$ cat src/rtl/led_counter_sequencer_if.sv
// Button and LED-side signals of the LED counter sequencer.
// The sequencer attaches through the slave modport.
interface led_counter_sequencer_if #(
    parameter int COUNT_W = 6
);
    logic               btn1;
    logic               btn2;
    logic [COUNT_W-1:0] count;
    logic [COUNT_W-1:0] led;
    logic               running;
    logic               tick;

    modport master (output btn1, btn2, input count, led, running, tick);
    modport slave  (input btn1, btn2, output count, led, running, tick);
endinterface

$ cat src/rtl/led_counter_sequencer.sv
// Debounces two active-low buttons and drives a free-running / single-step LED counter.
//   state    | meaning
//   ST_RUN   | prescaler advances, count increments on every prescaler wrap
//   ST_PAUSE | prescaler held, btn2 press single-steps the count
module led_counter_sequencer #(
    parameter int TICK_PERIOD       = 13500000,
    parameter int DEBOUNCE_CYCLES   = 270000,
    parameter int LONG_PRESS_CYCLES = 27000000,
    parameter int COUNT_W           = 6
) (
    input  logic                   clk,
    input  logic                   rst,
    led_counter_sequencer_if.slave bus
);
    localparam int PRESC_W = $clog2(TICK_PERIOD);
    localparam int DEB_W   = $clog2(DEBOUNCE_CYCLES);
    localparam int LP_W    = $clog2(LONG_PRESS_CYCLES + 1);

    localparam logic [PRESC_W-1:0] PRESC_LAST = PRESC_W'(TICK_PERIOD - 1);
    localparam logic [DEB_W-1:0]   DEB_LAST   = DEB_W'(DEBOUNCE_CYCLES - 1);
    localparam logic [LP_W-1:0]    LP_LAST    = LP_W'(LONG_PRESS_CYCLES - 1);
    localparam logic [LP_W-1:0]    LP_FULL    = LP_W'(LONG_PRESS_CYCLES);

    typedef enum logic {ST_RUN, ST_PAUSE} state_t;

    state_t             state;
    state_t             state_nxt;
    logic [1:0]         raw;
    logic [1:0]         sync_a;
    logic [1:0]         sync_b;
    logic [1:0]         deb;
    logic [1:0]         press;
    logic [DEB_W-1:0]   deb_cnt [2];
    logic [LP_W-1:0]    lp_cnt;
    logic               clear_done;
    logic               clear;
    logic [PRESC_W-1:0] presc;
    logic [COUNT_W-1:0] count;
    logic               tick;
    logic               run_mode;
    logic               step;
    logic               wrap;

    // Index 0 is btn1 (run/pause), index 1 is btn2 (step/clear).
    assign raw = {bus.btn2, bus.btn1};

    always_ff @(posedge clk or posedge rst) begin
        if (rst) begin
            sync_a <= '1;
            sync_b <= '1;
            deb    <= '1;
            press  <= '0;
            for (int i = 0; i < 2; i++) deb_cnt[i] <= '0;
        end else begin
            sync_a <= raw;
            sync_b <= sync_a;
            for (int i = 0; i < 2; i++) begin
                press[i] <= 1'b0;
                if (sync_b[i] == deb[i]) begin
                    deb_cnt[i] <= '0;
                end else if (deb_cnt[i] == DEB_LAST) begin
                    deb_cnt[i] <= '0;
                    deb[i]     <= sync_b[i];
                    press[i]   <= ~sync_b[i];
                end else begin
                    deb_cnt[i] <= deb_cnt[i] + 1'b1;
                end
            end
        end
    end

    always_ff @(posedge clk or posedge rst) begin
        if (rst) state <= ST_RUN;
        else     state <= state_nxt;
    end

    always_comb begin
        state_nxt = state;
        if (press[0]) state_nxt = (state == ST_RUN) ? ST_PAUSE : ST_RUN;
    end

    always_comb begin
        run_mode = 1'b0;
        step     = 1'b0;
        if (state == ST_RUN) run_mode = 1'b1;
        else                 step     = press[1];
    end

    assign wrap  = run_mode && (presc == PRESC_LAST);
    // Fires on the edge where the hold counter reaches LONG_PRESS_CYCLES; once per hold.
    assign clear = ~deb[1] & ~clear_done & (lp_cnt == LP_LAST);

    always_ff @(posedge clk or posedge rst) begin
        if (rst) begin
            lp_cnt     <= '0;
            clear_done <= 1'b0;
        end else if (deb[1]) begin
            lp_cnt     <= '0;
            clear_done <= 1'b0;
        end else begin
            if (lp_cnt != LP_FULL) lp_cnt <= lp_cnt + 1'b1;
            if (clear)             clear_done <= 1'b1;
        end
    end

    always_ff @(posedge clk or posedge rst) begin
        if (rst) begin
            presc <= '0;
            count <= '0;
            tick  <= 1'b0;
        end else begin
            tick <= 1'b0;
            if (clear) begin
                presc <= '0;
                count <= '0;
            end else begin
                if (run_mode) presc <= wrap ? '0 : presc + 1'b1;
                if (wrap || step) begin
                    count <= count + 1'b1;
                    tick  <= 1'b1;
                end
            end
        end
    end

    assign bus.count   = count;
    assign bus.led     = ~count;
    assign bus.running = run_mode;
    assign bus.tick    = tick;
endmodule

$ cat src/flat_wrapper.sv
// flat-port wrapper written by rule: the top's interface ports become plain ports
module led_counter_sequencer_flat 
#(
    parameter int TICK_PERIOD       = 13500000,
    parameter int DEBOUNCE_CYCLES   = 270000,
    parameter int LONG_PRESS_CYCLES = 27000000,
    parameter int COUNT_W           = 6
)
  (clk, rst, bus_btn1, bus_btn2, bus_count, bus_led, bus_running, bus_tick);
  led_counter_sequencer_if #(.COUNT_W(COUNT_W)) bus_i ();
  input  logic clk;
  input  logic rst;
  input wire logic [$bits(bus_i.btn1)-1:0] bus_btn1;
  input wire logic [$bits(bus_i.btn2)-1:0] bus_btn2;
  output wire logic [$bits(bus_i.count)-1:0] bus_count;
  output wire logic [$bits(bus_i.led)-1:0] bus_led;
  output wire logic [$bits(bus_i.running)-1:0] bus_running;
  output wire logic [$bits(bus_i.tick)-1:0] bus_tick;
  assign bus_i.btn1 = bus_btn1;
  assign bus_i.btn2 = bus_btn2;
  assign bus_count = bus_i.count;
  assign bus_led = bus_i.led;
  assign bus_running = bus_i.running;
  assign bus_tick = bus_i.tick;
  led_counter_sequencer #(.TICK_PERIOD(TICK_PERIOD), .DEBOUNCE_CYCLES(DEBOUNCE_CYCLES), .LONG_PRESS_CYCLES(LONG_PRESS_CYCLES), .COUNT_W(COUNT_W)) u_core (.clk(clk), .rst(rst), .bus(bus_i));
endmodule
$ cat config.mk
export PLATFORM = sky130hd
export DESIGN_NAME = led_counter_sequencer_flat
export DESIGN_NICKNAME = d
export VERILOG_FILES = /design/src/rtl/led_counter_sequencer_if.sv /design/src/rtl/led_counter_sequencer.sv /design/src/flat_wrapper.sv
export SDC_FILE = /design/constraint.sdc
export NUM_CORES = 1
export LEC_CHECK = 0
export BUFFER_PORTS_ARGS = -buffer_cell sky130_fd_sc_hd__buf_4
export CORE_ASPECT_RATIO = 1.75
export CORE_MARGIN = 2
export CORE_UTILIZATION = 62
export DETAILED_ROUTE_END_ITERATION = 8
export HOLD_SLACK_MARGIN = 0.05
export PLACE_DENSITY = 0.82
export SLEW_MARGIN = 10
export SYNTH_ARGS = -nofsm -noshare
export SYNTH_HDL_FRONTEND = slang
export SYNTH_SLANG_ARGS = --single-unit
$ cat constraint.sdc
create_clock -name clk -period 4 [get_ports clk]
set_input_delay 0.2 -clock clk [delete_from_list [all_inputs] [get_ports clk]]
set_output_delay 0.2 -clock clk [all_outputs]
set_load 0.01 [all_outputs]
# == Yosys cells after proc, flatten, opt, wreduce, memory -nomap -nowiden ==
# Cells that the tools add are included.
# totals
reg_bits,104
out_inout_bits,14
wordCells,63
# op_classes
add_sub_neg,5
n_eq_ne,8
n_mux,21
n_bitwise,9
reduce_logical,7
# op_table
operator,count
$mux 19,4
$mux 24,3
$mux 25,2
$add 19x1->19 const B,2
$eq 19x19->1 const B,2
$add 25x1->25 const B,1
$eq 25x25->1 const B,1
$ne 25x25->1 const B,1
$add 24x1->24 const B,1
$eq 24x24->1 const B,1
$mux 6,2
$mux 1,10
$add 6x1->6 const B,1
$not 1->1,6
$not 6->6,1
$reduce_bool 2->1,3
$reduce_and 2->1,2
$and 1x1->1,2
$eq 1x1->1,2
$ne 2x2->1 const B,1
$logic_and 1x1->1,1
$logic_or 1x1->1,1

# == Longest topological paths before layout ==
# Gate-level depths: netlist (run 1).
# logic_depth
word_depth,5
ltp_mapped,8
depth_no_buf,6

# == Worst setup path after synthesis (run 1) ==
# OpenSTA, ideal clock, no wires.
# synth_path
path_type,reg2reg
startpoint,register u_core.presc[7]
endpoint,"register u_core.count[3], in the netlist u_core.bus.count[3]"
setup_time_ps,66
arrival_ps,1877
slack_ps,2057
path_stages_with_launch,7
synth_period_minus_slack_ps,1943
cell_sequence,dfrtp_1 or3b_1 and4b_2 a22oi_2 buf_6 or4_1 nand2_1
# synth_between
elab_chain_len,4
# synth_rtl
element,line_no,source
from (decl),led_counter_sequencer.sv:37,logic [PRESC_W-1:0] presc;
from (signal assigned),led_counter_sequencer.sv:117,if (run_mode) presc <= wrap ? '0 : presc + 1'b1;
$eq 24x24->1,led_counter_sequencer.sv:89,assign wrap = run_mode && (presc == PRESC_LAST);
$logic_and 1x1->1,led_counter_sequencer.sv:89,
$logic_or 1x1->1,led_counter_sequencer.sv:118,if (wrap || step) begin
$reduce_bool 2->1 (no line),n/a,
to (signal assigned),led_counter_sequencer.sv:119,count <= count + 1'b1;
to (decl),led_counter_sequencer.sv:38,logic [COUNT_W-1:0] count;
# No other way between the ends.
# A chain may end at the register's enable or synchronous reset.

# == Worst setup path after layout (run 1) ==
# layout_path
startpoint,register u_core.lp_cnt[11]
endpoint,register u_core.presc[8]
# layout_between
elab_chain_len,3
word_cells_on_any_way,4
cone_classes,eq/ne: 2; mux: 1; bitwise: 1
# layout_rtl
element,line_no,source
from (decl),led_counter_sequencer.sv:34,logic [LP_W-1:0] lp_cnt;
from (signal assigned),led_counter_sequencer.sv:101,if (lp_cnt != LP_FULL) lp_cnt <= lp_cnt + 1'b1;
$eq 25x25->1 (*),led_counter_sequencer.sv:91,assign clear = ~deb[1] & ~clear_done & (lp_cnt == LP_LAST);
$and 1x1->1 (*),led_counter_sequencer.sv:91,
$ne 2x2->1 (no line) / $mux 24 (equally long branches),n/a,
# Mark *: on every way between the ends. The rest lies on a longest branch, timed or not.

==> impl_metrics.toml, run 1 <==
[clocking]
cts_tree = "yes"
clk_pin_slew_ps = 70
cts_sinks = 104
post_cts_resized = 0
cts_max_path_buffers = 2
clk_latency_ps = 350
cts.htree.levels = 3
root_buffer = "clkbuf_16"
cts_buffers = 9

[routing]
drtIter0Drc = 315
routed_via_density = 6.22
first_pass_iters = 4
wl_per_cell_um = 15.8
drc_errors = 0
ant_nets = 0
vias = 4109
finalWirelength_um = 10500

[logic_synthesis]
yosysSeqAreaShare = 0.501
ys_warn_count = 0
synth_cell_type_count = 47
synth_top_cell_by_area = "dfrtp_1"
netlist_instances = 552
synthArstFlopShare = 1.00
syn_nets = 562
synth_top_area_share = 0.471
synth_edf_count = 0
netlist_area_um2 = 5210
yosys-top-cells-area = "dfrtp_1 (47%), nor2_1 (5.8%), xnor2_1 (5.2%)"
synth_flop_cell = "dfrtp_1"
ys_ff_latch = 104
avgSynthCellArea_um2 = 9.44

[finish]
fin_cells = 661
postLayoutCoreUtil = 0.696
fillers = 625
drive_gt1_frac = 0.0879
nNetsFinal = 574
areaGrowthSynthToFinish_pct = 9.58
n_antenna_cell = 0
multi_input_area_um2 = 2430
seqCellArea_um2 = 2610

[floorplan]
core_um2 = 8200
die_area_um2 = 9180
die_x_um = 73.3
io_pins = 18
die_h_um = 125
fp-row-count = 44
initial_core_util = 0.635

[global_route]
grt_util_all_layers = 0.242
grt_antenna_before_repair = 0
grt_pass1_vias = 4086
globalRouteOverflowTotal = 0
grt_max_degree = 78
grt_pass1_wl_um = 17700

[pwr]
vdd_drop_max_uv = 253
p_leak_nw = 2.42
power_per_cell_area_nw_per_um2 = 350
power_mw = 2.00

[worst_setup_path]
critical-path-max-stage-delay_ps = 700
reg2reg_depth = 5
worstSetupPathType = "reg2reg"
rr_startpoint = "u_core.lp_cnt[11]"
worst_path_max_delay_cell = "and2_1"
endpoint_kind = "register"
rrSetupSlack_ps = 1590
cp-start-kind = "register"
required_ps = 4220
path_cells = "nand4_1 -> and4b_1 -> and2_1 -> or3_1 -> o22ai_1"
crit_fanout = 25
worstPathArrival_ps = 2630
worstReg2RegEnd = "u_core.presc[8]"

[timing]
max_freq_mhz = 415
min_period_ps = 2410
setup_ws_ps = 1590
hold_viol = 0
finClkSkew_ps = 6.52
relSlewSlack = 0.215
fin_crit_sh = 0.603
rsz0062_at_grt = "false"
slew_violations = 0
timing.setup.tns_ps = 0
tightest_slew_ps = 1170
setup_viol = 0

[status]
status = "finished, final reports clean"

[placement]
dp_cells = 643
place_ws_ps = 1610
gp_congestion = 0.844
dpl.hpwl_um = 7030
io_buffers = 17

[min_path]
hold_class = "in2async"

[run]
maxCapViolations = 0
-- synth_stat cells (4+ instances only) --
cell type,count
dfrtp_1,98
nor4_1,6
nand2_1,52
a31oi_1,6
ha_1,6
and3_1,9
xor2_1,29
xnor2_1,31
nor3_1,20
clkbuf_1,13
o211ai_1,5
and2_1,4
nand4_1,23
a21oi_1,19
o22ai_1,7
o21ai_0,10
and4_1,8
or3_1,11
a311oi_1,5
nor4bb_1,4
dfstp_2,6
nor2_1,81
nand3_1,35
inv_1,22
or4_1,5
-- cell type report --
cell class	instances	area share
repair buffers	20	0.0272
clock buffers	11	0.0443
multi-input cells	407	0.427
well taps	92	0.0202
inverters	22	0.0149
clock inverters	5	0.00964
flip-flops and latches	104	0.457
-- placed cells by master, fill, tap and decap left out, types with 7 or more instances in the layout --
cell and count:
o22ai_1 7, inv_1 21, xor2_1 29, o21ai_0 10, buf_4 18, or3_1 11, a21oi_1 19, and4_1 8
and3_1 9, nor3_1 20, nor2_1 81, nand2_1 52, nand3_1 35, dfrtp_1 98, nand4_1 23, clkbuf_16 9
xnor2_1 31
-- flip-flops by register name (all words and copies together) (netlist names) --
name / cells
u_core.bus.count: 6
u_core.bus.tick: 1
u_core.clear_done: 1
u_core.deb: 2
u_core.deb_cnt: 38
u_core.lp_cnt: 25
u_core.presc: 24
u_core.press: 2
u_core.state: 1
u_core.sync_a: 2
u_core.sync_b: 2
-- worst max-delay path by stage --
stage / endpoint / slack, ps / startpoint
finish: u_core.presc[8] / 1590 / u_core.lp_cnt[11]
CTS: u_core.bus.count[4] / 1600 / u_core.deb[1]
floorplan: u_core.bus.count[0] / 1080 / rst
global placement: u_core.bus.count[4] / 1680 / u_core.deb[1]
detailed placement: u_core.bus.count[4] / 1610 / u_core.deb[1]
global route: u_core.presc[5] / 1380 / u_core.lp_cnt[11]
-- stage by stage --
stage	hold WS, ps	instance area (um^2)
after global placement	309	5380
after CTS	101	5710
after global routing	168	5710
final	69.7	5710
after detailed placement	310	5380
after floorplan	204	5210
-- logic make-up (layout without fill, tap and decap cells) --
kind of cell    count (synthesis)  after routing  synth area share
flops                         104            104             0.501
compound gates                 58             58            0.0699
xor+xnor                       60             60             0.101
mux                             5              5            0.0101
fa+ha+maj                       6              6            0.0144
buf+inv                        41             58            0.0315
simple gates                  278            278             0.272
-- routing by layer --
metal	track usage	vias to the layer above	wire, um
met5	0	-	0
met4	0.100	0	260
met3	0.0548	28	388
met2	0.413	107	5620
met1	0.285	2012	4200
li1	-	1962	-
-- repair_timing --
item / in CTS / in global routing
setup buffers: 0 / 0
hold endpoints to repair: 2 / 0
setup endpoints to repair: 0 / 0
hold buffers: 2 / 0
-- worst max-delay path, delay by kind of cell, from the launching register on --
family,cells,cell delay (ps)
AO/OA/AOI/OAI,1,70
flip-flops,1,410
AND/OR/NAND/NOR,4,1800
-- power breakdown --
part / internal (mW) / switching (mW) / total (mW)
registers: 1.06 / 0.00635 / 1.07
clock network: 0.517 / 0.378 / 0.895
logic: 0.00916 / 0.0298 / 0.0389
(Power assumes the default switching activity.)
==> run 2: changes to the inputs <==
--- a/config.mk
+++ b/config.mk
@@ -8,10 +8,10 @@
 export BUFFER_PORTS_ARGS = -buffer_cell sky130_fd_sc_hd__buf_4
 export CORE_ASPECT_RATIO = 1.75
 export CORE_MARGIN = 2
-export CORE_UTILIZATION = 62
+export CORE_UTILIZATION = 56
 export DETAILED_ROUTE_END_ITERATION = 8
 export HOLD_SLACK_MARGIN = 0.05
-export PLACE_DENSITY = 0.82
+export PLACE_DENSITY = 0.78
 export SLEW_MARGIN = 10
 export SYNTH_ARGS = -nofsm -noshare
 export SYNTH_HDL_FRONTEND = slang
==> constraint.sdc (replaced) <==
create_clock -name clk -period 2.2 [get_ports clk]
set_input_delay 0.11 -clock clk [delete_from_list [all_inputs] [get_ports clk]]
set_output_delay 0.11 -clock clk [all_outputs]
set_load 0.01 [all_outputs]
==> run 2 against run 1 <==
Against the previous run:
- utilization is 4.7 points lower
- combinational power increased by 100%
- register-to-register slack lost 1500 ps
- routed wire length down 1.4%
- worst hold slack gained 290 ps
- setup slack worse by 1500 ps
- final cell count increased by 7.0%
- fmax up 16%
- sequential power rose by 81%
- largest power group unchanged
- highest routed layer unchanged
==> impl_metrics.toml, run 2 (synthesized netlist as in run 1, its figures left out) <==
[timing]
rsz0062_at_grt = "false"
slew_violations = 0
fin_crit_sh = 0.943
timing.setup.tns_ps = 0
max_freq_mhz = 482
finClkSkew_ps = 11.2
worst_hold_slack_ps = 358
setup_viol = 0
tightest_slew_ps = 528
setup_ws_ps = 125
hold_viol = 0
relSlewSlack = 0.645
min_period_ps = 2070

[clocking]
cts_tree = "yes"
cts_buffers = 9
cts.htree.levels = 3
clk_latency_ps = 350
clk_pin_slew_ps = 80
root_buffer = "clkbuf_16"
post_cts_resized = 0
cts_max_path_buffers = 2
cts_sinks = 104
hold_buffers = 3
postCtsSetupRepairBufs = 0

[floorplan]
initial_core_util = 0.576
core_um2 = 9040
die_x_um = 76.9
die_h_um = 132
io_pins = 18
fp-row-count = 46
die_area_um2 = 10100

[finish]
areaGrowthSynthToFinish_pct = 12.6
most-common-layout-cells = "dfrtp_1 (98), nor2_1 (81), nand2_1 (52), nand3_1 (35), buf_4 (34)"
drive_gt1_frac = 0.114
postLayoutCoreUtil = 0.649
nNetsFinal = 592
regMostFlops = "u_core.deb_cnt"
n_antenna_cell = 0
largest_reg_flops = 38
mostFrequentLayoutCell = "dfrtp_1"
top_regs = "u_core.deb_cnt x38, u_core.lp_cnt x25, u_core.presc x24"

[pwr]
power_per_cell_area_nw_per_um2 = 602
vdd_drop_max_uv = 565
p_leak_nw = 2.49
power_mw = 3.53

[worst_setup_path]
cp-start-kind = "register"
crit_end = "u_core.bus.count[3]"
crit_fanout = 11
worstPathArrival_ps = 2360
endpoint_kind = "register"
required_ps = 2490
rrSetupSlack_ps = 130
worstReg2RegEnd = "u_core.bus.count[3]"
crit_path_start = "u_core.presc[7]"
reg2reg_depth = 5
worstSetupPathType = "reg2reg"
rr_startpoint = "u_core.presc[7]"

[placement]
io_buffers = 17
place_ws_ps = 169
dpl.hpwl_um = 7070
gp_congestion = 0.891

[global_route]
grt_util_all_layers = 0.215
grt_pass1_wl_um = 17900
grt_pass1_vias = 4049
globalRouteOverflowTotal = 0
grt_max_degree = 105
grt_antenna_before_repair = 0

[routing]
vias = 4082
drc_errors = 0
finalWirelength_um = 10300
drtIter0Drc = 244
wl_per_cell_um = 14.6
ant_nets = 0
routed_via_density = 5.77
first_pass_iters = 4

[run]
maxCapViolations = 0

[status]
status = "finished, final reports clean"

[min_path]
hold_class = "reg2reg"
## run 2: cell count changes in the layout (fill, tap and decap cells not counted), sizes merged
cell | before | now
buf | 18 | 35
bufinv | 1 | 0
clkbuf | 11 | 9
clkinvlp | 2 | 3
dlygate4sd3 | 2 | 3
inv | 22 | 24
## run 2: layer usage
layer  part of all wire  vias to the layer above  GRT usage
li1                   -                     1989          -
met1               0.41                     2006      0.254
met2               0.54                       66      0.381
met3              0.024                       21     0.0357
met4              0.022                        0     0.0899
met5                  0                        -          0
## run 2: report_power, final
part	internal [mW]	switching, mW	leakage, nW
Clock	0.780	0.736	0.133
Sequential	1.93	0.0121	1.40
Combinational	0.0237	0.0544	0.963
## run 2: how the worst min path moves through the flow
stage / start / end / slack [ps] / cells after the start
5_1_grt: u_core.sync_a[0] / u_core.sync_b[0] / 360 / 0
2_1_floorplan: bus_btn1 / u_core.sync_a[0] / 110 / 0
6_report: u_core.sync_a[0] / u_core.sync_b[0] / 360 / 0
4_1_cts: u_core.sync_a[0] / u_core.sync_b[0] / 360 / 0
3_3_place_gp: bus_btn1 / u_core.sync_a[0] / 220 / 1
3_5_place_dp: bus_btn2 / u_core.sync_a[1] / 220 / 1
## run 2: through the flow
stage | std cells | cell area, um^2
finish | 707 | 5870
global route | 707 | 5870
CTS | 707 | 5870
detailed placement | 688 | 5560
global placement | 688 | 5560
floorplan | 552 | 5210
## run 2: cell type report
cell class                      instances  area, um^2
Fill cell                             741        3170
Clock inverter                          7        55.1
Clock buffer                            9         225
Tap cell                              120         150
Sequential cell                       104        2610
Timing Repair Buffer                   38         305
Multi-Input combinational cell        407        2430
Inverter                               22        86.3
## run 2: worst max-delay path: stages (launching register included)
cell and delay, ps:
dfrtp_1 440, or3b_1 420, and4b_2 360, a22oi_2 170, or4_1 550, nand2_1 80
